==> config.mk <==
export PLATFORM = sky130hd
export DESIGN_NAME = ssd_result_display
export DESIGN_NICKNAME = d
export VERILOG_FILES = /design/src/rtl/ssd_pkg.sv /design/src/rtl/ssd_seg_decode.sv /design/src/rtl/ssd_result_display.sv
export SDC_FILE = /design/constraint.sdc
export NUM_CORES = 1
export LEC_CHECK = 0
export BUFFER_PORTS_ARGS = -buffer_cell sky130_fd_sc_hd__buf_2
export CAP_MARGIN = 20
export CORE_MARGIN = 10
export CORE_UTILIZATION = 40
export DETAILED_ROUTE_END_ITERATION = 6
export PLACE_DENSITY_LB_ADDON = 0.12
export SLEW_MARGIN = 20
export SYNTH_ARGS = -nofsm -noshare
export SYNTH_HDL_FRONTEND = slang
export SYNTH_HIERARCHICAL = 1
export SYNTH_SLANG_ARGS = --single-unit
==> constraint.sdc <==
create_clock -name clk -period 3.1 [get_ports clk]
set_input_delay 0.775 -clock clk [delete_from_list [all_inputs] [get_ports clk]]
set_output_delay 0.775 -clock clk [all_outputs]
set_load 0.02 [all_outputs]
==> src/rtl/ssd_pkg.sv <==
// Shared code and segment definitions for the multiplexed seven-segment display path.
// Segment vectors are active-low with bit0 = a through bit6 = g.
package ssd_pkg;

  typedef logic [3:0] code_t;
  typedef logic [6:0] seg_t;

  localparam code_t CODE_BLANK = 4'd10;
  localparam code_t CODE_DASH  = 4'd11;

  localparam seg_t SEG_OFF  = 7'h7F;
  localparam seg_t SEG_0    = 7'h40;
  localparam seg_t SEG_1    = 7'h79;
  localparam seg_t SEG_2    = 7'h24;
  localparam seg_t SEG_3    = 7'h30;
  localparam seg_t SEG_4    = 7'h19;
  localparam seg_t SEG_5    = 7'h12;
  localparam seg_t SEG_6    = 7'h02;
  localparam seg_t SEG_7    = 7'h78;
  localparam seg_t SEG_8    = 7'h00;
  localparam seg_t SEG_9    = 7'h10;
  localparam seg_t SEG_DASH = 7'h3F;

  // Codes 10 and 12..15 all render as an unlit digit.
  function automatic logic code_is_blank(input logic [3:0] code);
    return (code == CODE_BLANK) || (code >= 4'd12);
  endfunction

  function automatic logic code_is_zero_or_blank(input logic [3:0] code);
    return (code == 4'd0) || code_is_blank(code);
  endfunction

endpackage

==> src/rtl/ssd_seg_decode.sv <==
// Combinational 4-bit display code to active-low seven-segment pattern.
module ssd_seg_decode
  import ssd_pkg::*;
(
  input  logic [3:0] code,
  output logic [6:0] seg
);

  always_comb begin
    seg = SEG_OFF;
    case (code)
      4'd0:    seg = SEG_0;
      4'd1:    seg = SEG_1;
      4'd2:    seg = SEG_2;
      4'd3:    seg = SEG_3;
      4'd4:    seg = SEG_4;
      4'd5:    seg = SEG_5;
      4'd6:    seg = SEG_6;
      4'd7:    seg = SEG_7;
      4'd8:    seg = SEG_8;
      4'd9:    seg = SEG_9;
      CODE_DASH: seg = SEG_DASH;
      default: seg = SEG_OFF;
    endcase
  end

endmodule

==> src/rtl/ssd_result_display.sv <==
// Multiplexed common-anode seven-segment driver with value latch, clock-enable scan and
// post-load blink. Define SSD_LZ_SUPPRESS_EN to blank leading zeros on the upper digits.
module ssd_result_display
  import ssd_pkg::*;
#(
  parameter int NUM_DIGITS   = 4,
  parameter int SCAN_DIV     = 8192,
  parameter int BLINK_FRAMES = 0
) (
  input  logic                    clk,
  input  logic                    rst,
  input  logic [4*NUM_DIGITS-1:0] in_value,
  input  logic                    in_valid,
  output logic [NUM_DIGITS-1:0]   DIGIT,
  output logic [6:0]              DISPLAY,
  output logic                    frame_done
);

  localparam int DIV_W       = $clog2(SCAN_DIV);
  localparam int IDX_W       = (NUM_DIGITS > 1) ? $clog2(NUM_DIGITS) : 1;
  localparam int BLINK_W_RAW = $clog2(2 * BLINK_FRAMES + 1);
  localparam int BLINK_W     = (BLINK_W_RAW > 0) ? BLINK_W_RAW : 1;

  localparam logic [DIV_W-1:0]   DIV_LAST   = DIV_W'(SCAN_DIV - 1);
  localparam logic [IDX_W-1:0]   IDX_LAST   = IDX_W'(NUM_DIGITS - 1);
  localparam logic [BLINK_W-1:0] BLINK_LOAD = BLINK_W'(2 * BLINK_FRAMES);

  logic [DIV_W-1:0]        div_cnt_reg, div_cnt_next;
  logic [IDX_W-1:0]        idx_reg, idx_next;
  logic [BLINK_W-1:0]      blink_cnt_reg, blink_cnt_next;
  logic [4*NUM_DIGITS-1:0] val_q_reg;
  logic                    tick, wrap;

  logic [3:0] digit_code [NUM_DIGITS];
  logic [3:0] shown_code [NUM_DIGITS];
  logic [3:0] sel_code;
  logic [6:0] sel_seg;

  assign tick = (div_cnt_reg == DIV_LAST);
  assign wrap = tick && (idx_reg == IDX_LAST);

  always_comb begin
    div_cnt_next = tick ? '0 : div_cnt_reg + 1'b1;
    idx_next     = idx_reg;
    if (tick) begin
      idx_next = (idx_reg == IDX_LAST) ? '0 : idx_reg + 1'b1;
    end
  end

  // A load restarts the blink sequence even if it coincides with a frame end.
  always_comb begin
    blink_cnt_next = blink_cnt_reg;
    if (in_valid) begin
      blink_cnt_next = BLINK_LOAD;
    end else if (wrap && (blink_cnt_reg != '0)) begin
      blink_cnt_next = blink_cnt_reg - 1'b1;
    end
  end

  for (genvar gi = 0; gi < NUM_DIGITS; gi++) begin : g_digit
    assign digit_code[gi] = val_q_reg[4*gi +: 4];
`ifndef SSD_LZ_SUPPRESS_EN
    assign shown_code[gi] = digit_code[gi];
`endif
  end

`ifdef SSD_LZ_SUPPRESS_EN
  // Walk from the most significant digit down; quiet stays set while all digits above are 0/blank.
  always_comb begin
    logic quiet;
    quiet = 1'b1;
    for (int i = NUM_DIGITS - 1; i >= 0; i--) begin
      shown_code[i] = digit_code[i];
      if ((i != 0) && quiet && (digit_code[i] == 4'd0)) begin
        shown_code[i] = CODE_BLANK;
      end
      quiet = quiet && code_is_zero_or_blank(digit_code[i]);
    end
  end
`endif

  assign sel_code = shown_code[idx_next];

  ssd_seg_decode u_seg_decode (
    .code (sel_code),
    .seg  (sel_seg)
  );

  always_ff @(posedge clk) begin
    if (rst) begin
      div_cnt_reg   <= '0;
      idx_reg       <= '0;
      blink_cnt_reg <= '0;
      val_q_reg     <= {NUM_DIGITS{CODE_BLANK}};
      DIGIT         <= '1;
      DISPLAY       <= SEG_OFF;
      frame_done    <= 1'b0;
    end else begin
      div_cnt_reg   <= div_cnt_next;
      idx_reg       <= idx_next;
      blink_cnt_reg <= blink_cnt_next;
      frame_done    <= wrap;
      if (in_valid) begin
        val_q_reg <= in_value;
      end
      // Display uses the pre-load value so a coincident load shows from the next tick on.
      if (tick) begin
        DIGIT   <= ~(NUM_DIGITS'(1) << idx_next);
        DISPLAY <= blink_cnt_next[0] ? SEG_OFF : sel_seg;
      end
    end
  end

endmodule

==> impl_metrics.toml <==
[sta]
fin_crit_ps = 2880
setup_ws_ps = 224
rsz0062_at_grt = "no"
min_period_over_period = 0.928
finClkSkew_ps = 6.67
tightest_slew_ps = 808
fin_setup_tns_ps = 0
drv_slew = 0
setup_viol = 0
fmax_mhz = 348
max_slew_margin = 0.457
hold_viol = 0

[routing]
first_iter_violations = 85
wl_um = 4790
routedWlPerCell_um = 13.7
viasPerCell = 5.12
drc_errors = 0
vias = 1786
ant_nets = 0
first_pass_iters = 4

[clock_network]
clock_sinks = 44
cts_made_buffers = 5
cts_tree = "yes"
cts_max_path_buffers = 2
cts_root_buffer = "clkbuf_8"
htree_num_levels = 2
clk_pin_slew_worst_paths_ps = 80
clock_latency_ps = 290

[floorplanning]
die_h_um = 93.2
initial_core_util = 0.417
io-pin-count = 31
design.core.area_mm2 = 0.00514
die_w_um = 93.2
rows = 26
die_area_mm2 = 0.00868

[setup_path]
worst-path-buf-inv = 0
cpLargestDelayFamily = "compound AO/OA/AOI/OAI gates"
r2r_setup_slack_ps = 220
startpoint_type = "flop"
setup.worst_path.end_class = "flop"
critical_path_class = "flop to flop"
worstReg2RegStart = "div_cnt_reg[0]"
cpPeakStageDelay_ps = 540
worst-path-max-fanout = 8
rr_endpoint = "DISPLAY[0]"
r2r_cells = 11
cp_cell_sequence = "ha_1 > nand3_4 > o41a_2 > o21ai_0 > a32oi_2 > ha_1 > or2_1 > a21oi_2 > nor2_1 > nor3_1 > o21ai_0"
slowest_stage = "o41a_2"
critical_path_required_ps = 3280
crit_arrival_ps = 3050

[finish]
layout.nets = 306
multi_input_area_mm2 = 0.00118
largest_register_ffs = 16
diodes = 0
final_area_mm2 = 0.00249
drive_above_1_share = 0.201
area_growth_syn_to_layout_pct = 16.2
regArea_um2 = 881
fillers = 547

[grt]
grt_max_degree = 21
antenna_found_initial = 0
grt_overflow_total = 0
grt_pass1_wl_um = 7920
grt_pass1_vias = 1709
grtUsageTotal = 0.110

[synth]
ys_warn_count = 6
syn_avg_cell_area_um2 = 8.77
syn-num-nets = 271
syn_inst = 244
syn_area_mm2 = 0.00214
yosysSeqAreaShare = 0.411
synth-seq-cells = 44
synth_cell_types = 37

[power_and_ir_drop]
power.total_mw = 1.02
p_per_area_mw_per_mm2 = 408
p_leak_nw = 0.999
peakVddDrop_v = 0.000214

[placement]
post-place-ws_ps = 126
post-dp-hpwl_um = 3540
gp_routability_congestion = 0.757
io_buffer_count = 30
place_area_mm2 = 0.00239

[worst_hold_path]
min-delay-start = "div_cnt_reg[0]"
min_to = "div_cnt_reg[0]"
hold_path_depth = 1
hp-class = "flop to flop"

[run_status]
status = "finished, final reports clean"

[flow_run]
cap_violations = 0
==> Yosys cell counts (all sizes together) <==
cell type	instances	share of area
dfxtp	44	0.41
nor2	43	0.075
o21ai	21	0.049
mux2i	16	0.075
nand2	14	0.025
nor3	13	0.030
nand3	9	0.027
a21oi	8	0.020
a32oi	8	0.033
buf	8	0.019
ha	8	0.047
inv	8	0.014
xnor2	8	0.033
nand4	7	0.027
clkbuf	5	0.0088
and3	4	0.012
and4	3	0.013
xor2	3	0.012
and2	2	0.0058
nand2b	2	0.0058
o41ai	2	0.020
a2111oi	1	0.0041
a22oi	1	0.0035
a31oi	1	0.0029
nor3b	1	0.0035
nor4	1	0.0099
nor4b	1	0.0041
o41a	1	0.0058
or2	1	0.0029
==> cell families (layout without fill, tap and decap cells) <==
| logic type | count (synthesis) | count (layout) | share of synthesized area |
|---|---|---|---|
| AOI/OAI and AO/OA | 43 | 43 | 0.139 |
| xor gates and xnor gates | 11 | 11 | 0.0450 |
| adders and majority gates | 8 | 8 | 0.0468 |
| buffers and inverters | 21 | 56 | 0.0415 |
| DFF | 44 | 44 | 0.411 |
| muxes | 16 | 16 | 0.0748 |
| and+or+nand+nor | 101 | 101 | 0.241 |
==> where the power goes <==
part           leakage [nW]  switching (mW)  internal (mW)
Sequential            0.359          0.0116          0.581
Clock                0.0410           0.184          0.153
Combinational         0.599          0.0462         0.0400
==> layer usage <==
layer	up-vias	global-route usage	part of all wire
met1	813	0.144	0.51
met4	0	0.0386	0.011
met2	38	0.167	0.42
li1	928	-	-
met5	-	0	0
met3	7	0.0352	0.052
==> per-stage QoR <==
step            util  hold slack, ps  cells
2_1_floorplan      -             426    244
3_3_place_gp   0.464             445    340
3_5_place_dp   0.464             450    340
4_1_cts        0.480             469    347
5_1_grt        0.484             502    349
6_report       0.484             461    349
==> worst max-delay path by stage <==
| stage | from | cells after the start | end |
|---|---|---|---|
| CTS | div_cnt_reg[0] | 11 | DISPLAY[1] |
| floorplan | div_cnt_reg[0] | 14 | DISPLAY[0] |
| finish | div_cnt_reg[0] | 11 | DISPLAY[0] |
| global route | div_cnt_reg[0] | 11 | DISPLAY[0] |
| detailed placement | div_cnt_reg[0] | 11 | DISPLAY[6] |
| global placement | div_cnt_reg[0] | 11 | DISPLAY[2] |
==> cell type report <==
type / instances / area share
Multi-Input combinational cell: 179 / 0.474
Tap cell: 70 / 0.0352
Inverter: 8 / 0.0121
Sequential cell: 44 / 0.354
Clock inverter: 1 / 0.00201
Timing Repair Buffer: 41 / 0.0936
Clock buffer: 6 / 0.0292
==> layout by cell type (no fill, tap or decap), types with 7 or more instances in the layout <==
cell type  count
a21oi_1        7
a32oi_1        7
buf_2         30
buf_4         11
dfxtp_1       44
ha_1           8
inv_1          8
mux2i_1       16
nand2_1       14
nand3_1        8
nor2_1        43
nor3_1        13
o21ai_0       20
xnor2_1        8
==> what timing repair did <==
action | 4_1_cts | 5_1_grt
buffers inserted | 0 | 2
hold buffers | 0 | 0
resized for setup | 0 | 1
endpoints found under the setup margin | 0 | 7
==> worst register-to-register path: stages, from the launching register on <==
cell and delay [ps]:
dfxtp_1 370, ha_1 300, nand3_4 160, o41a_2 540
o21ai_0 270, a32oi_2 190, ha_1 220, or2_1 220
a21oi_2 160, nor2_1 60, nor3_1 180, o21ai_0 100
(Power assumes the default switching activity.)
